## src/rtl/dataflow_demux.sv

```systemverilog
// dataflow_demux: 1-to-2 valid/ready demux buffered by a main register plus a skid register.
// One-cycle latency. i_ready is registered; a stalled head word blocks later words for both outputs.
module dataflow_demux #(
   parameter int width = 8
) (
   input  logic             clk,
   input  logic             reset,
   input  logic             i_valid,
   output logic             i_ready,
   input  logic [width-1:0] i_data,
   input  logic             select,
   output logic [1:0]       o_valid,
   input  logic [1:0]       o_ready,
   output logic [width-1:0] o_data_0,
   output logic [width-1:0] o_data_1
);

   localparam logic [1:0] EMPTY = 2'd0;
   localparam logic [1:0] BUSY  = 2'd1;
   localparam logic [1:0] FULL  = 2'd2;

   logic [1:0]       r_state;
   logic [1:0]       w_next_state;
   logic             r_i_ready;
   logic             r_main_dest;
   logic             r_skid_dest;
   logic [width-1:0] r_main_data;
   logic [width-1:0] r_skid_data;
   logic             w_in_xfer;
   logic             w_out_xfer;
   logic             w_load_main_in;
   logic             w_load_main_skid;
   logic             w_load_skid;

   assign w_in_xfer  = i_valid && r_i_ready;
   assign w_out_xfer = |(o_valid & o_ready);

   always_comb begin
      w_next_state     = r_state;
      w_load_main_in   = 1'b0;
      w_load_main_skid = 1'b0;
      w_load_skid      = 1'b0;
      case (r_state)
         EMPTY: begin
            if (w_in_xfer) begin
               w_load_main_in = 1'b1;
               w_next_state   = BUSY;
            end
         end
         BUSY: begin
            if (w_in_xfer && w_out_xfer) begin
               w_load_main_in = 1'b1;
            end else if (w_in_xfer) begin
               w_load_skid  = 1'b1;
               w_next_state = FULL;
            end else if (w_out_xfer) begin
               w_next_state = EMPTY;
            end
         end
         FULL: begin
            if (w_out_xfer) begin
               w_load_main_skid = 1'b1;
               w_next_state     = BUSY;
            end
         end
         default: w_next_state = EMPTY;
      endcase
   end

   always_ff @(posedge clk or posedge reset) begin
      if (reset) begin
         r_state     <= EMPTY;
         r_i_ready   <= 1'b0;
         r_main_dest <= 1'b0;
         r_main_data <= '0;
         r_skid_dest <= 1'b0;
         r_skid_data <= '0;
      end else begin
         r_state   <= w_next_state;
         // Registered from the next state so i_ready never depends combinationally on o_ready.
         r_i_ready <= (w_next_state != FULL);
         if (w_load_main_in) begin
            r_main_dest <= select;
            r_main_data <= i_data;
         end else if (w_load_main_skid) begin
            r_main_dest <= r_skid_dest;
            r_main_data <= r_skid_data;
         end
         if (w_load_skid) begin
            r_skid_dest <= select;
            r_skid_data <= i_data;
         end
      end
   end

   assign i_ready  = r_i_ready;
   assign o_valid  = (r_state != EMPTY) ? (r_main_dest ? 2'b10 : 2'b01) : 2'b00;
   assign o_data_0 = r_main_data;
   assign o_data_1 = r_main_data;

endmodule

```

## config.mk

```make
export PLATFORM = sky130hd
export DESIGN_NAME = dataflow_demux
export DESIGN_NICKNAME = d
export VERILOG_FILES = /design/src/rtl/dataflow_demux.sv
export SDC_FILE = /design/constraint.sdc
export NUM_CORES = 1
export LEC_CHECK = 0
export CAP_MARGIN = 30
export CORE_ASPECT_RATIO = 1.2
export CORE_UTILIZATION = 30
export CTS_BUF_LIST = sky130_fd_sc_hd__clkbuf_4
export DETAILED_ROUTE_END_ITERATION = 10
export DONT_BUFFER_PORTS = 1
export HOLD_SLACK_MARGIN = 0.03
export PLACE_DENSITY = 0.53
export SETUP_SLACK_MARGIN = 0.3
export SKIP_CTS_REPAIR_TIMING = 1
export SLEW_MARGIN = 10
export SYNTH_ARGS = -nofsm -noshare
export SYNTH_HDL_FRONTEND = slang
export SYNTH_SLANG_ARGS = --single-unit
export TNS_END_PERCENT = 10
```

## constraint.sdc

```tcl
create_clock -name clk -period 1.9 [get_ports clk]
set_clock_uncertainty 0.05 [all_clocks]
set_input_delay 0.19 -clock clk [delete_from_list [all_inputs] [get_ports clk]]
set_output_delay 0.19 -clock clk [all_outputs]
set_load 0.005 [all_outputs]
```

==> results.py <==
metrics = {
    "placed_design": {
        "port_buffers": 0,
        "place.gp.congestion": 0.686,
        "hpwl_um": 1740,
    },
    "layout": {
        "multi_input_area_um2": 487,
        "area.growth.synth_to_final_pct": 11.9,
        "register_area_um2": 528,
        "final_util": 0.363,
        "finalNetCount": 123,
        "n_fill_cell": 355,
        "diodes": 0,
        "drive_gt1_frac": 0.231,
    },
    "route": {
        "dr.pass1.iters": 7,
        "drt-wirelength-per-cell_um": 18.4,
        "wirelength_um": 2670,
        "routed-via-count": 831,
        "drtAntennaViolNets": 0,
        "first_iter_violations": 23,
        "drc": 1,
        "vias_per_cell": 5.73,
    },
    "timing": {
        "setup_viol_count_final": 0,
        "post-route-period-util": 0.818,
        "finalHoldViolations": 0,
        "worst_slew_pin_slew_ns": 0.791,
        "slew_viol_final": 0,
        "slew_headroom": 0.472,
        "max_freq_mhz": 643,
        "finalCriticalPeriod_ns": 1.55,
        "rsz0062_at_grt": "yes",
        "fin_tns_setup_ns": 0,
    },
    "cts": {
        "cts_tree": "done",
        "clkSinkCount": 21,
        "insertion_delay_ns": 0.32,
        "root_buffer": "clkbuf_4",
        "clk_pin_slew_worst_paths_ns": 0.14,
        "cts_htree_levels": 1,
        "clk_path_buf_depth": 2,
        "numCtsBuffers": 3,
    },
    "die": {
        "die-area_um2": 3950,
        "die_h_um": 68.7,
        "io_pins": 33,
        "core_um2": 3420,
        "dieWidth_um": 57.6,
        "rows": 23,
        "start_util": 0.324,
    },
    "grt": {
        "grt_use_total": 0.150,
        "met1_usage": 0.183,
        "busiest_layer": "met2",
        "grt_use_met3": 0.0354,
        "antenna_found_initial": 0,
        "grt_pass1_wl_um": 4370,
        "grt_remaining_overflow": 0,
        "met2_usage": 0.238,
        "grt_pass1_vias": 846,
        "grt_start_max_net_pins": 22,
    },
    "critical_path": {
        "crit_fanout": 12,
        "r2r_cells": 4,
        "end_kind": "flop",
        "rrSetupSlack_ns": 0.35,
        "startpoint_type": "flop",
        "cp.required_ns": 2.05,
        "timing.rr.start": "r_main_dest",
        "crit_start": "r_main_dest",
        "r2r-end": "o_data_0[3]",
        "critPathCapture": "o_data_0[3]",
        "arrival_ns": 1.71,
        "path_class": "reg -> reg",
    },
    "logic_synthesis": {
        "yosysSeqAreaShare": 0.473,
        "async_flop_share": 1.00,
        "synthTopCellsByCount": "21 x dfrtp_1, 11 x a21oi_1, 10 x mux2_2",
        "synth-seq-cells": 21,
        "yosys.area.top_type": "dfrtp_1",
        "yosysMostFrequentCell": "dfrtp_1",
        "ys_warn_count": 0,
        "syn-num-nets": 119,
        "dominantRegCellSynth": "dfrtp_1",
        "synth_top_area_share": 0.473,
        "syn-cell-area_um2": 1110,
        "synth_edf_count": 0,
        "yosys-top-cells-area": "dfrtp_1 47%, mux2_2 10%, a2111oi_0 6.3%",
        "syn-mean-instance-area_um2": 10.6,
        "netlist_instances": 105,
        "yosysUniqueCellTypes": 26,
    },
    "outcome": {
        "status": "finished with violations",
        "violations": "DRC",
    },
    "power_and_ir_drop": {
        "peakVddDrop_v": 0.000241,
        "powerDensity_nw_per_um2": 1490,
        "cellLeakagePower_nw": 0.476,
    },
    "job": {
        "max_cap_violations": 0,
    },
    "hold_path": {
        "hold_class": "in -> reg",
    },
}
[state kept, by name, indices dropped and copies added, names as in the netlist]
| name | flops |
|---|---|
| r_skid_data | 8 |
| i_ready | 1 |
| r_main_dest | 1 |
| r_state | 2 |
| r_skid_dest | 1 |
| o_data_0 | 8 |
[layout make-up]
type / count / share of cell area
tap: 37 / 0.0372
sequential: 21 / 0.425
clock inverter: 1 / 0.00604
inverter: 2 / 0.00604
timing repair buffer: 16 / 0.117
multi-input combinational: 65 / 0.391
clock buffer: 3 / 0.0181
[power by group]
part	total (mW)	leakage [nW]	internal (mW)	switching [mW]
clock network	0.236	0.0139	0.0803	0.156
logic	0.702	0.221	0.349	0.353
registers	0.911	0.241	0.668	0.242
[kinds of logic after synthesis]
group,share of synthesized area
simple gates,0.0991
buf+inv,0.104
flops,0.473
compound gates,0.214
mux,0.110
[metal layers]
layer | vias up | routed length (um)
li1 | 394 | -
met1 | 419 | 1140
met2 | 16 | 1360
met3 | 2 | 138
met4 | 0 | 34
met5 | - | 0
[cell usage in the layout, fill, tap and decap left out, types with 2 or more instances in the layout]
cell / count
dfrtp_1: 19
nor2b_1: 2
mux2_2: 9
dfrtp_2: 2
a2111oi_1: 2
a211oi_1: 9
dlygate4sd3_1: 10
inv_1: 2
nand2_1: 2
a2111oi_0: 5
clkbuf_4: 3
a21oi_1: 11
nor3_1: 8
buf_4: 6
nor2_1: 3
[critical path: stages, from the launching register on]
cell and delay (ns):
dfrtp_2 0.47, mux2i_2 0.18, buf_4 0.19, a2111oi_0 0.44, a211oi_1 0.11
[through the flow]
| step | hold WS, ns | cell area [um2] | power [mW] | cells | setup WS, ns |
|---|---|---|---|---|---|
| 2_1_floorplan | 0.117 | 1110 | 1.51 | 105 | 0.466 |
| 3_3_place_gp | 0.230 | 1090 | 1.56 | 131 | 0.349 |
| 3_5_place_dp | 0.237 | 1090 | 1.57 | 131 | 0.299 |
| 4_1_cts | -0.128 | 1120 | 1.81 | 135 | 0.293 |
| 5_1_grt | 0.0301 | 1240 | 2.00 | 145 | 0.254 |
| 6_report | 0.0253 | 1240 | 1.85 | 145 | 0.346 |
[how the worst min path moves through the flow]
stage | cells past startpoint | end | from | slack [ns]
4_1_cts | 1 | o_data_0[2] | reset | -0.13
3_3_place_gp | 1 | o_data_0[2] | reset | 0.23
3_5_place_dp | 1 | o_data_0[2] | reset | 0.24
6_report | 2 | r_main_dest | o_ready[0] | 0.03
5_1_grt | 2 | r_main_dest | o_ready[0] | 0.03
2_1_floorplan | 1 | i_ready | reset | 0.12
Note: power is estimated with default switching activity, not from simulation.
